**config.mk**
```make
export PLATFORM = sky130hd
export DESIGN_NAME = ppu_vram_ctrl_flat
export DESIGN_NICKNAME = d
export VERILOG_FILES = /design/src/rtl/ppu_vram_ctrl_if.sv /design/src/rtl/ppu_vram_ctrl.sv /design/src/flat_wrapper.sv
export SDC_FILE = /design/constraint.sdc
export NUM_CORES = 1
export LEC_CHECK = 0
export ABC_AREA = 1
export BUFFER_PORTS_ARGS = -buffer_cell sky130_fd_sc_hd__buf_2
export CAP_MARGIN = 20
export CORE_ASPECT_RATIO = 0.7
export CORE_MARGIN = 3
export CORE_UTILIZATION = 52
export DETAILED_ROUTE_END_ITERATION = 10
export PLACE_DENSITY = 0.78
export SLEW_MARGIN = 20
export SYNTH_ARGS = -nofsm -noshare
export SYNTH_HDL_FRONTEND = slang
export SYNTH_SLANG_ARGS = --single-unit
export TNS_END_PERCENT = 1
```
**constraint.sdc**
```tcl
create_clock -name clk -period 2.6 [get_ports clk]
set_input_delay 0.78 -clock clk [delete_from_list [all_inputs] [get_ports clk]]
set_output_delay 0.78 -clock clk [all_outputs]
set_load 0.03 [all_outputs]
```
**src/rtl/ppu_vram_ctrl_if.sv**
```systemverilog
// VRAM responder bus for the PPU nametable port.
// master drives address/data/strobes, slave returns read data.
interface ppu_vram_ctrl_if #(
    parameter int VRAM_AW = 11
);
    logic [VRAM_AW-1:0] vram_addr;
    logic [7:0]         vram_data_out;
    logic               vram_en;
    logic               vram_rw;
    logic [7:0]         vram_data_in;

    modport master (
        output vram_addr,
        output vram_data_out,
        output vram_en,
        output vram_rw,
        input  vram_data_in
    );

    modport slave (
        input  vram_addr,
        input  vram_data_out,
        input  vram_en,
        input  vram_rw,
        output vram_data_in
    );
endinterface

```
**src/rtl/ppu_vram_ctrl.sv**
```systemverilog
// CPU-side PPUADDR/PPUDATA controller: two-write address latch, buffered
// reads, auto-increment and nametable mirroring onto a 2 KB VRAM.
module ppu_vram_ctrl #(
    parameter int ADDR_W  = 14,
    parameter int VRAM_AW = 11
) (
    input  logic              clk,
    input  logic              rst_n,
    input  logic              cpu_en,
    input  logic              cpu_rw,
    input  logic [2:0]        cpu_addr,
    input  logic [7:0]        cpu_data_in,
    output logic [7:0]        cpu_data_out,
    input  logic              inc32,
    input  logic              mirror_mode,
    input  logic              latch_reset,
    output logic              busy,
    output logic [ADDR_W-1:0] ppu_addr,
    ppu_vram_ctrl_if.master   vram
);

    typedef enum logic [1:0] {
        IDLE,
        WR,
        RD_ADDR,
        RD_CAP
    } state_t;

    state_t              state_q, state_d;
    logic [ADDR_W-1:0]   v_q, v_d, v_wr;
    logic                w_q, w_d;
    logic                step32_q, step32_d;
    logic [7:0]          rbuf_q, rbuf_d;
    logic [7:0]          cpu_data_out_q, cpu_data_out_d;
    logic [7:0]          wdata_q, wdata_d;
    logic [VRAM_AW-1:0]  vaddr_q, vaddr_d;
    logic [VRAM_AW-1:0]  map_addr;
    logic                addr_wr;
    logic                data_acc;
    logic                vram_tgt;
    logic                incr;
    logic                step_sel;

    always_comb begin
        addr_wr  = cpu_en && !cpu_rw && (cpu_addr == 3'd6);
        data_acc = cpu_en && (cpu_addr == 3'd7) && (state_q == IDLE);
        vram_tgt = (v_q[ADDR_W-1 -: 2] != 2'b00);
        map_addr = {(mirror_mode ? v_q[10] : v_q[11]), v_q[VRAM_AW-2:0]};
    end

    always_comb begin
        state_d        = state_q;
        step32_d       = step32_q;
        rbuf_d         = rbuf_q;
        cpu_data_out_d = cpu_data_out_q;
        wdata_d        = wdata_q;
        vaddr_d        = vaddr_q;
        incr           = 1'b0;
        step_sel       = step32_q;

        case (state_q)
            IDLE: begin
                step_sel = inc32;
                if (data_acc) begin
                    step32_d = inc32;
                    if (cpu_rw) begin
                        cpu_data_out_d = rbuf_q;
                    end
                    if (vram_tgt) begin
                        vaddr_d = map_addr;
                        if (cpu_rw) begin
                            state_d = RD_ADDR;
                        end else begin
                            state_d = WR;
                            wdata_d = cpu_data_in;
                        end
                    end else begin
                        incr = 1'b1;
                        if (cpu_rw) begin
                            rbuf_d = '0;
                        end
                    end
                end
            end
            WR: begin
                incr    = 1'b1;
                state_d = IDLE;
            end
            RD_ADDR: begin
                state_d = RD_CAP;
            end
            RD_CAP: begin
                rbuf_d  = vram.vram_data_in;
                incr    = 1'b1;
                state_d = IDLE;
            end
            default: begin
                state_d = IDLE;
            end
        endcase
    end

    // A PPUADDR write lands first; any increment finishing this cycle adds onto it.
    always_comb begin
        v_wr = v_q;
        if (addr_wr) begin
            if (!w_q) begin
                v_wr[ADDR_W-1:8] = cpu_data_in[ADDR_W-9:0];
            end else begin
                v_wr[7:0] = cpu_data_in;
            end
        end
        v_d = v_wr + (incr ? ADDR_W'(step_sel ? 32 : 1) : '0);

        w_d = w_q;
        if (addr_wr) begin
            w_d = ~w_q;
        end
        if (latch_reset) begin
            w_d = 1'b0;
        end
    end

    always_ff @(posedge clk or negedge rst_n) begin
        if (!rst_n) begin
            state_q        <= IDLE;
            v_q            <= '0;
            w_q            <= 1'b0;
            step32_q       <= 1'b0;
            rbuf_q         <= '0;
            cpu_data_out_q <= '0;
            wdata_q        <= '0;
            vaddr_q        <= '0;
        end else begin
            state_q        <= state_d;
            v_q            <= v_d;
            w_q            <= w_d;
            step32_q       <= step32_d;
            rbuf_q         <= rbuf_d;
            cpu_data_out_q <= cpu_data_out_d;
            wdata_q        <= wdata_d;
            vaddr_q        <= vaddr_d;
        end
    end

    assign busy               = (state_q != IDLE);
    assign cpu_data_out       = cpu_data_out_q;
    assign ppu_addr           = v_q;
    assign vram.vram_en       = (state_q != IDLE);
    assign vram.vram_rw       = (state_q == WR);
    assign vram.vram_addr     = vaddr_q;
    assign vram.vram_data_out = wdata_q;

endmodule

```
**src/flat_wrapper.sv**
```systemverilog
// flat-port wrapper written by rule: the top's interface ports become plain ports
module ppu_vram_ctrl_flat 
#(
    parameter int ADDR_W  = 14,
    parameter int VRAM_AW = 11
)
  (clk, rst_n, cpu_en, cpu_rw, cpu_addr, cpu_data_in, cpu_data_out, inc32, mirror_mode, latch_reset, busy, ppu_addr, vram_vram_addr, vram_vram_data_out, vram_vram_en, vram_vram_rw, vram_vram_data_in);
  ppu_vram_ctrl_if #(.VRAM_AW(VRAM_AW)) vram_i ();
  input  logic clk;
  input  logic rst_n;
  input  logic cpu_en;
  input  logic cpu_rw;
  input  logic [2:0] cpu_addr;
  input  logic [7:0] cpu_data_in;
  output logic [7:0] cpu_data_out;
  input  logic inc32;
  input  logic mirror_mode;
  input  logic latch_reset;
  output logic busy;
  output logic [ADDR_W-1:0] ppu_addr;
  output wire logic [$bits(vram_i.vram_addr)-1:0] vram_vram_addr;
  output wire logic [$bits(vram_i.vram_data_out)-1:0] vram_vram_data_out;
  output wire logic [$bits(vram_i.vram_en)-1:0] vram_vram_en;
  output wire logic [$bits(vram_i.vram_rw)-1:0] vram_vram_rw;
  input wire logic [$bits(vram_i.vram_data_in)-1:0] vram_vram_data_in;
  assign vram_vram_addr = vram_i.vram_addr;
  assign vram_vram_data_out = vram_i.vram_data_out;
  assign vram_vram_en = vram_i.vram_en;
  assign vram_vram_rw = vram_i.vram_rw;
  assign vram_i.vram_data_in = vram_vram_data_in;
  ppu_vram_ctrl #(.ADDR_W(ADDR_W), .VRAM_AW(VRAM_AW)) u_core (.clk(clk), .rst_n(rst_n), .cpu_en(cpu_en), .cpu_rw(cpu_rw), .cpu_addr(cpu_addr), .cpu_data_in(cpu_data_in), .cpu_data_out(cpu_data_out), .inc32(inc32), .mirror_mode(mirror_mode), .latch_reset(latch_reset), .busy(busy), .ppu_addr(ppu_addr), .vram(vram_i));
endmodule
```
Word-level counts from Yosys, hierarchy flattened
Cells that the tools add are included.

operators by class
  add/subtract/negate cells = 1
  eq/ne operators = 9
  mux-type cells = 20
  bitwise logic cells = 2
  reduce and logical (&&, ||, !) cells = 17

operator list
  operator                                                number
  two-way mux 8 bit                                       4
  two-way mux 14 bit                                      2
  case mux 8 bit (2 select lines)                         1
  adder 14 bit                                            1
  two-way mux 6 bit                                       2
  AND reduction 4 bit                                     2
  nonzero test 2 bit                                      4
  == test 3 bit (second input constant)                   2
  two-way mux 1 bit                                       6
  two-way mux 2 bit                                       3
  case mux 2 bit (3 select lines)                         1
  AND reduction 3 bit                                     2
  == test 2 bit (second input constant)                   2
  logical AND 1 bit                                       4
  inequality test 2 x 1 -> 1 bit (second input constant)  2
  inequality test 2 bit (second input constant)           2
  AND reduction 2 bit                                     2
  == test 2 x 1 -> 1 bit (second input constant)          1
  logical NOT 2 bit                                       1
  inverter 1 bit                                          2
  case mux 1 bit (2 select lines)                         1
  OR reduction 2 bit                                      1
  logical NOT 1 bit                                       1

storage, ports and cells
  flip-flop bits (word level) = 53
  input bits = 26
  output and inout port bits = 44
  logic and storage cells = 57

Depth between registers and ports, before layout
Gate-level depths: netlist (run 1).

  word-level depth = 7
  gate-level depth with buffers = 17
  mapped depth without buffers = 16

Worst setup path before layout (run 1)
No wires, ideal clock.

  path type = input to register
  start = input cpu_en
  end = register u_core.v_q[12] (netlist: u_core.ppu_addr[12])
  library setup time = 0.117 ns
  arrival = 2.304 ns
  required time = 2.483 ns
  setup slack = 0.179 ns
  stages on the path = 16
  path buffers = 1
  cells stage by stage = nand2_1 -> nor2_1 -> nand2_2 -> buf_6 -> nor2_1 -> nand2_1 -> o21ai_0 -> inv_1 -> ha_1 -> ha_1 -> inv_1 -> nor2_4 -> nand2_1 -> nand2_1 -> nand3_1 -> nand2_1

between the ends
  longest elaborated chain between the ends = 6
  elaborated cells between the ends (all ways) = 9
  those cells by class = 1 x add/sub; 4 x mux; 4 x reduce/logical

ends and longest elaborated chain
  element                          line                  RTL
  start, declared                  flat_wrapper.sv:11    input logic cpu_en;
  logical AND 1 bit (2 in a row)   ppu_vram_ctrl.sv:46   data_acc = cpu_en && (cpu_addr == 3'd7) && (state_q == IDLE);
  two-way mux 1 bit                ppu_vram_ctrl.sv:64   if (data_acc) begin
  case mux 1 bit (2 select lines)  ppu_vram_ctrl.sv:61   case (state_q)
  two-way mux 14 bit               ppu_vram_ctrl.sv:113  v_d = v_wr + (incr ? ADDR_W'(step_sel ? 32 : 1) : '0);
  adder 14 bit *                   ppu_vram_ctrl.sv:113
  via u_core.v_d[12]               ppu_vram_ctrl.sv:30   logic [ADDR_W-1:0] v_q, v_d, v_wr;
  end signal, assigned             ppu_vram_ctrl.sv:136  v_q <= v_d;
  end, declared                    ppu_vram_ctrl.sv:30

The timed path passes the listed nets; every way through them passes the cells marked *.
A chain may end at the register's enable or synchronous reset.

Final worst setup path (run 1)
  start = input cpu_en
  end = register u_core.v_q[11] (netlist: u_core.ppu_addr[11])

Same word-level chain as after synthesis.

==> results.yml, run 1 <==
status:
  outcome: "finished, final reports clean"
worst_setup_path:
  startpoint: "cpu_en"
  cp.arrival_ns: 2.48
  reg2reg_from: "u_core.state_q[1]"
  worstPathRequired_ns: 2.81
  cp-start-kind: "input pin"
  crit_path_max_incr_delay_ns: 0.36
  crit_chain: "buf_2 -> nand2_1 -> nor2_1 -> nand2_2 -> nor2_1 -> nand2_1 -> o21ai_0 -> inv_1 -> ha_1 -> nand2_1 -> nor2_4 -> nand3_1 -> nand3_1 -> nand2_1"
  crit_path_end_kind: "register"
  cp_slowest_cell: "ha_1"
  path_common_cell: "nand2_1"
  crit_type: "input pin to register"
  cp_max_fo: 5
detailed_routing:
  detail_route.drc_violations: 0
  ant_nets: 0
  initialDrtViolationCount: 135
  num_vias: 2519
  routedWlPerCell_um: 13.0
  drt_wl_total_mm: 6.66
  dr.pass1.iters: 4
  vias_per_cell: 4.94
die:
  core_area_mm2: 0.00531
  die_w_um: 95.2
  initial_core_util: 0.546
  fp-row-count: 22
  fp.dieArea_mm2: 0.00652
  io-pin-count: 70
  dieHeight_um: 68.5
place:
  dpl.hpwl_mm: 5.21
  port_buffers: 69
  place.gp.congestion: 0.889
grt:
  grtUsageTotal: 0.217
  antenna_found_initial: 0
  grt_overflow_total: 0
  grt_pass1_vias: 2237
  grt_max_degree: 54
  grt_pass1_wl_mm: 10.7
cells_and_area:
  multi_input_area_mm2: 0.00122
  fillerInstances: 471
  area_growth_pct: 15.4
  nets: 466
  diodes: 0
  seq_area_mm2: 0.00133
  drive_gt1_frac: 0.308
logic_synthesis:
  synth.most_common_cell: "nand2_1"
  synth_area_leader_cell: "dfrtp_1"
  syn_area_per_cell_um2: 7.79
  synth.area.top_cells: "dfrtp_1 46%, nand2_1 14%, inv_1 6.1%"
  synth-seq-area-share: 0.457
  synth.top_cell.area_share: 0.457
  synth_flop_cell: "dfrtp_1"
  synthTopCellsByCount: "106 x nand2_1, 53 x dfrtp_1, 47 x inv_1"
  ys_ff_latch: 53
  synth_cell_type_count: 27
  synth_fp_nets: 401
  yosys_warnings: 0
  syn_inst: 372
  synth_edf_count: 0
  synthArstFlopShare: 1.00
  synth_area_mm2: 0.00290
clock_network:
  htree_levels: 2
  cts_setup_buffers: 0
  cts_inserted_buffers: 5
  ctsResizeCount: 0
  clk-insertion-delay-late_ns: 0.31
  cts_root_buf: "clkbuf_8"
  cts_tree: "built"
  cts_buffer_depth: 2
  cts_hold_buf: 0
  cts_sinks: 53
  path_clk_slew_ns: 0.10
timing:
  rsz0062_at_grt: "no"
  period_share: 0.873
  tightest_slew_ns: 0.660
  min_period_ns: 2.27
  hold_viol_final: 0
  setup_tns_ns: 0
  fmax_mhz: 440
  finalSetupViolCount: 0
  skew_ns: 0.00466
  maxSlewHeadroom: 0.560
  slew_violations: 0
job:
  maxCapViolCount: 0
power:
  leakagePower_uw: 0.00180
  power.total_uw: 4090
  power_density_mw_per_mm2: 1220
  vdd_ir_drop_max_mv: 0.542
hold_path:
  min_from: "u_core.vram.vram_data_out[6]"
  min_path_type: "register to register"
## critical path: cells and delay by family
family | cells | cell delay [ns]
AOI/OAI and AO/OA | 1 | 0.09
buffers and inverters | 2 | 0.16
adders and majority gates | 1 | 0.36
and+or+nand+nor | 10 | 1.10
## layout make-up
| class | count | share of cell area |
|---|---|---|
| clock buffers | 6 | 0.0217 |
| flip-flops and latches | 53 | 0.397 |
| repair buffers | 78 | 0.123 |
| clock inverters | 2 | 0.00412 |
| well taps | 72 | 0.0269 |
| multi-input cells | 244 | 0.366 |
| inverters | 55 | 0.0617 |
## layout by cell type, fill, tap and decap left out
cell type and n:
nand2_1 106, buf_2 69, dfrtp_1 53, inv_1 47
o21ai_0 33, nand3_1 25, nor2_1 19, nand2_2 16
o21ai_2 10, buf_4 9, inv_2 8, nor2_2 8
clkbuf_8 5, a21oi_1 4, o21ai_1 4, nor2_4 4
xor2_1 3, ha_1 3, nand2_4 2, or2_2 1
nand4_1 1, mux2i_1 1, xnor2_1 1, nor3_1 1
or3_1 1, mux2_2 1, clkinv_2 1, inv_6 1
clkbuf_1 1
## report_power, final
group	leakage, µW	switching, µW	internal (µW)
registers	0.000643	223	1210
clock network	0.0000456	282	193
logic	0.00112	1550	634
total	0.00180	2060	2030
## state kept, by name, indices dropped and copies added (netlist names)
| name | flops |
|---|---|
| u_core.cpu_data_out | 8 |
| u_core.ppu_addr | 14 |
| u_core.rbuf_q | 8 |
| u_core.state_q | 2 |
| u_core.step32_q | 1 |
| u_core.vram.vram_addr | 11 |
| u_core.vram.vram_data_out | 8 |
| u_core.w_q | 1 |
## stage by stage
step	hold slack, ns	cell area [µm²]	std cells	utilization	worst slack [ns]
finish	0.483	3340	510	0.630	0.329
global route	0.507	3340	510	0.630	0.0595
CTS	0.487	3340	510	0.630	0.351
detailed placement	0.463	3260	502	0.613	0.0252
global placement	0.459	3260	502	0.613	0.140
floorplan	0.460	2900	372	-	0.179
## per-layer routing
metal	global-route usage	part of all wire	wire length (µm)
met1	0.336	0.50	3340
met2	0.301	0.43	2850
met3	0.0385	0.059	393
met4	0.0737	0.011	70
met5	0	0	0
## final timing paths
check,to,slack (ns),cells after the start
setup / recovery,u_core.ppu_addr[11],0.33,14
hold / removal,u_core.vram.vram_data_out[6],0.48,2
setup reg to reg,u_core.ppu_addr[12],0.40,14
hold reg to reg,u_core.vram.vram_data_out[6],0.48,2
max in group asynchronous,u_core.ppu_addr[13],1.59,2
min in group asynchronous,u_core.vram.vram_data_out[3],0.57,2
## cell families (layout without fill, tap and decap cells)
group	count (synthesis)	count (layout)	synth area share
muxes	2	2	0.00734
and+or+nand+nor	184	184	0.288
AOI/OAI and AO/OA	51	51	0.101
DFF	53	53	0.457
adders and majority gates	3	3	0.0129
buffers and inverters	75	141	0.121
xor gates and xnor gates	4	4	0.0121
No activity file was read; power rests on OpenSTA's default activity.
==> run 2, diff against run 1 <==
CORE_UTILIZATION = 35   (was 52)
GPL_TIMING_DRIVEN = 0   (was not set)
PLACE_DENSITY = not set   (was 0.78)
==> run 2 against run 1 <==
Net effect:
- critical path depth increased by 2
- non-clock buffer count increased by 11
- clock power increased by 40%
- largest cell class unchanged
==> results.yml, run 2 (synthesized netlist as in run 1, its figures left out) <==
clock_network:
  cts_tree: "built"
  clk-insertion-delay-late_ns: 0.29
  cts_inserted_buffers: 5
  cts_setup_buffers: 0
  cts_sinks: 53
  htree_levels: 2
  path_clk_slew_ns: 0.07
  cts_root_buf: "clkbuf_16"
  cts_buffer_depth: 2
place:
  dpl.hpwl_mm: 5.62
  port_buffers: 69
  placed_cells: 542
  place.gp.congestion: 0.819
detailed_routing:
  ant_nets: 0
  detail_route.drc_violations: 0
  met1Wirelength_mm: 3.76
  routedWlPerCell_um: 13.0
  vias_per_cell: 4.66
  topRoutingLayerUsed: "met4"
  num_vias: 2562
  dr.pass1.iters: 4
  wl_met2_mm: 3.01
  wl_met3_um: 338
  initialDrtViolationCount: 223
  drt_wl_total_mm: 7.16
cells_and_area:
  diodes: 0
  area_growth_pct: 21.5
  drive_gt1_frac: 0.318
  final_cell_mix: "106 x nand2_1, 69 x buf_2, 53 x dfrtp_1"
  stdcell_count: 550
  largest_register_ffs: 14
  nets: 477
  layout_commonest_cell: "nand2_1"
status:
  outcome: "finished, final reports clean"
die:
  core_area_mm2: 0.00797
  fp-row-count: 27
  dieHeight_um: 82.1
  fp.dieArea_mm2: 0.00943
  io-pin-count: 70
  initial_core_util: 0.364
  die_w_um: 115
power:
  clockPowerShare: 0.151
  pwr-share-seq: 0.330
  vdd_ir_drop_max_mv: 0.381
  p_switching_uw: 2100
  share_comb_of_total_power: 0.519
  leakagePower_uw: 0.00187
  swShare: 0.479
  power.total_uw: 4390
  p_int_uw: 2290
  power_density_mw_per_mm2: 1250
timing:
  maxSlewHeadroom: 0.550
  hold_viol_final: 0
  slew_violations: 0
  finalSetupViolCount: 0
  fmax_mhz: 417
  rsz0062_at_grt: "no"
  tightest_slew_ns: 0.676
  min_period_ns: 2.40
  skew_ns: 0.0105
  hold_ws_ns: 0.481
  period_share: 0.923
  setup_tns_ns: 0
worst_setup_path:
  cp_slowest_cell: "ha_1"
  crit_type: "input pin to register"
  cp-start-kind: "input pin"
  worstPathRequired_ns: 2.78
  crit_path_max_incr_delay_ns: 0.22
  cp.arrival_ns: 2.58
  path_common_cell: "nand2_1"
  crit_path_end_kind: "register"
  cp_max_fo: 10
  crit_chain: "buf_2 -> nor2_1 -> nand2_2 -> buf_6 -> nor2_4 -> nand2_1 -> o21ai_0 -> inv_1 -> ha_1 -> ha_1 -> inv_1 -> nor2_4 -> nand2_1 -> nand2_1 -> nand3_1 -> nand2_1"
grt:
  grt_pass1_wl_mm: 11.3
  grt_max_degree: 54
  grt_pass1_vias: 2334
  grtUsageTotal: 0.152
  antenna_found_initial: 0
  grt_overflow_total: 0
job:
  maxCapViolCount: 0
hold_path:
  min_path_type: "register to register"
## run 2: critical path: cells and delay by family
kind | cells | cell delay (ns)
buffers and inverters | 4 | 0.50
AND/OR/NAND/NOR | 9 | 0.79
adder cells (fa/ha/maj) | 2 | 0.41
AO/OA/AOI/OAI | 1 | 0.07
## run 2: cell type report
class | instances | area, µm²
fill | 803 | 4450
sequential | 53 | 1330
multi-input combinational | 244 | 1230
timing repair buffer | 69 | 348
inverter | 55 | 206
buffer | 20 | 144
clock buffer | 6 | 129
tap | 101 | 126
clock inverter | 2 | 13.8
## run 2: metal layers
metal  up-vias  global-route usage
met5         -                   0
met4         0              0.0246
met3         6              0.0277
met2        57               0.223
met1      1209               0.234
li1       1290                   -
## run 2: power by group through the flow
stage / logic [µW] / clock network [µW] / registers, µW
2_1_floorplan: 1250 / 0 / 1860
3_3_place_gp: 2250 / 0 / 1450
3_5_place_dp: 2290 / 0 / 1460
4_1_cts: 2300 / 678 / 1450
5_1_grt: 2490 / 713 / 1500
6_report: 2280 / 663 / 1450
## run 2: path summary, 6_finish.rpt
check / start / end / depth (start not counted) / slack, ns
max reg2reg: u_core.state_q[0] / u_core.ppu_addr[12] / 14 / 0.34
min: u_core.cpu_data_out[3] / u_core.cpu_data_out[3] / 2 / 0.48
min in group asynchronous: rst_n / u_core.vram.vram_data_out[7] / 1 / 0.51
max in group asynchronous: rst_n / u_core.ppu_addr[1] / 1 / 1.63
max: cpu_rw / u_core.ppu_addr[12] / 16 / 0.20
min reg2reg: u_core.cpu_data_out[3] / u_core.cpu_data_out[3] / 2 / 0.48
## run 2: timing repair
item,4_1_cts,5_1_grt
setup endpoints to repair,0,8
endpoints found under the hold margin,0,0
hold buffers,0,0
resized for setup,0,2
## run 2: metrics by stage
stage               instance area [µm²]  utilization  setup WS (ns)
finish                             3520        0.442          0.200
global route                       3520        0.442         0.0235
CTS                                3520        0.441         0.0344
detailed placement                 3370        0.423         -0.263
global placement                   3370        0.423         -0.225
floorplan                          2900            -          0.179
==> run 3, diff against run 2 <==
GPL_TIMING_DRIVEN = 1   (was 0)
SLEW_MARGIN = 40   (was 20)
==> run 3 against run 2 <==
Net effect:
- flip-flop and latch count is the same
- non-clock buffer count shrank 10
- register-to-register slack is essentially flat
- critical path type is now register to register
- critical endpoint unchanged
==> results.yml, run 3 (synthesized netlist as in run 1, its figures left out) <==
clock_network:
  cts_hold_buf: 0
  cts_inserted_buffers: 5
  path_clk_slew_ns: 0.07
  cts_setup_buffers: 0
  cts_tree: "built"
  cts_buffer_depth: 2
  ctsResizeCount: 0
  htree_levels: 2
  cts_root_buf: "clkbuf_16"
  cts_sinks: 53
  clk-insertion-delay-late_ns: 0.29
timing:
  tightest_slew_ns: 0.544
  maxSlewHeadroom: 0.637
  rsz0062_at_grt: "no"
  slew_violations: 0
  setup_tns_ns: 0
  skew_ns: 0.00657
  fin_ws_ns: 0.352
  finalSetupViolCount: 0
  hold_viol_final: 0
  min_period_ns: 2.25
  period_share: 0.865
  fmax_mhz: 445
job:
  maxCapViolCount: 0
grt:
  grt_overflow_total: 0
  grt_pass1_wl_mm: 11.5
  grtUsageTotal: 0.154
  grt_max_degree: 54
  grt_pass1_vias: 2372
  antenna_found_initial: 0
power:
  clockPowerShare: 0.156
  p_switching_uw: 2080
  pwr-share-seq: 0.335
  leakagePower_uw: 0.00184
  vdd_ir_drop_max_mv: 0.376
  swShare: 0.486
  p_int_uw: 2200
  power_density_mw_per_mm2: 1240
  share_comb_of_total_power: 0.509
die:
  fp-row-count: 27
  initial_core_util: 0.364
  io-pin-count: 70
  fp.dieArea_mm2: 0.00943
  dieHeight_um: 82.1
  die_w_um: 115
  core_area_mm2: 0.00797
worst_setup_path:
  worstPathRequired_ns: 2.83
  rr_endpoint: "u_core.ppu_addr[12]"
  rr_worst_depth: 14
  regToRegSetupSlack_ns: 0.35
  startpoint: "u_core.state_q[1]"
  cp_max_fo: 6
  cp.arrival_ns: 2.48
  reg2reg_from: "u_core.state_q[1]"
  cp-start-kind: "register"
  crit_path_end_kind: "register"
  crit_type: "register to register"
cells_and_area:
  nets: 467
  area_growth_pct: 19.2
  final_cell_mix: "106 x nand2_1, 69 x buf_2, 53 x dfrtp_1"
  stdcell_count: 540
  diodes: 0
  drive_gt1_frac: 0.310
  largest_register_ffs: 14
  layout_commonest_cell: "nand2_1"
place:
  placed_cells: 532
  dpl.hpwl_mm: 5.46
  place.gp.congestion: 0.900
  port_buffers: 69
  place_worst_setup_slack_ns: 0.0621
detailed_routing:
  ant_nets: 0
  dr.pass1.iters: 4
  routedWlPerCell_um: 12.8
  detail_route.drc_violations: 0
  num_vias: 2471
  vias_per_cell: 4.58
  initialDrtViolationCount: 128
  drt_wl_total_mm: 6.93
hold_path:
  min_path_type: "input pin to asynchronous set/reset pin"
status:
  outcome: "finished, final reports clean"
## run 3: cell types whose count changed in the layout (fill, tap and decap cells not counted), sizes merged
| cell | previous run | this run |
|---|---|---|
| buf | 85 | 79 |
| clkbuf | 10 | 6 |
## run 3: routing by layer
layer	vias up	GRT usage	routed length, µm
li1	1270	-	-
met5	-	0	0
met1	1157	0.228	3760
met4	0	0.0352	64
met3	8	0.0262	210
met2	36	0.236	2900
## run 3: stage by stage
stage	area, µm²	power [µW]	hold WS [ns]	util
detailed placement	3310	3660	0.461	0.416
global route	3460	4620	0.487	0.434
global placement	3310	3620	0.460	0.416
finish	3460	4290	0.471	0.434
CTS	3460	4330	0.480	0.434
floorplan	2900	3110	0.460	-
## run 3: power groups by stage
| stage | sequential (µW) | clock (µW) | combinational (µW) |
|---|---|---|---|
| after floorplan | 1860 | 0 | 1250 |
| after detailed placement | 1460 | 0 | 2200 |
| after global routing | 1490 | 724 | 2410 |
| after global placement | 1440 | 0 | 2170 |
| final | 1440 | 668 | 2180 |
| after CTS | 1440 | 683 | 2210 |
## run 3: critical path, stage by stage, from the launching register on
cell	delay [ns]
dfrtp_1	0.38
nor2_1	0.17
inv_1	0.15
or2_2	0.29
o21ai_0	0.11
inv_1	0.06
nor2_1	0.10
ha_1	0.18
ha_1	0.21
inv_1	0.11
nor2_4	0.14
nand2_1	0.09
nand2_1	0.08
nand3_1	0.07
nand2_1	0.06
## run 3: area by class of cell
cell class                 count  area, µm²
fill                         832       4520
sequential                    53       1330
multi-input combinational    244       1220
timing repair buffer          79        433
inverter                      55        206
clock buffer                   6        129
tap                          101        126
clock inverter                 2       13.8
## run 3: how the worst max path moves through the flow
stage | end | slack (ns) | cells after the start
after global placement | u_core.ppu_addr[10] | 0.12 | 15
after global routing | u_core.ppu_addr[12] | 0.10 | 14
after detailed placement | u_core.ppu_addr[12] | 0.06 | 16
after floorplan | u_core.ppu_addr[12] | 0.18 | 16
after CTS | u_core.ppu_addr[12] | 0.32 | 14
final | u_core.ppu_addr[12] | 0.35 | 14
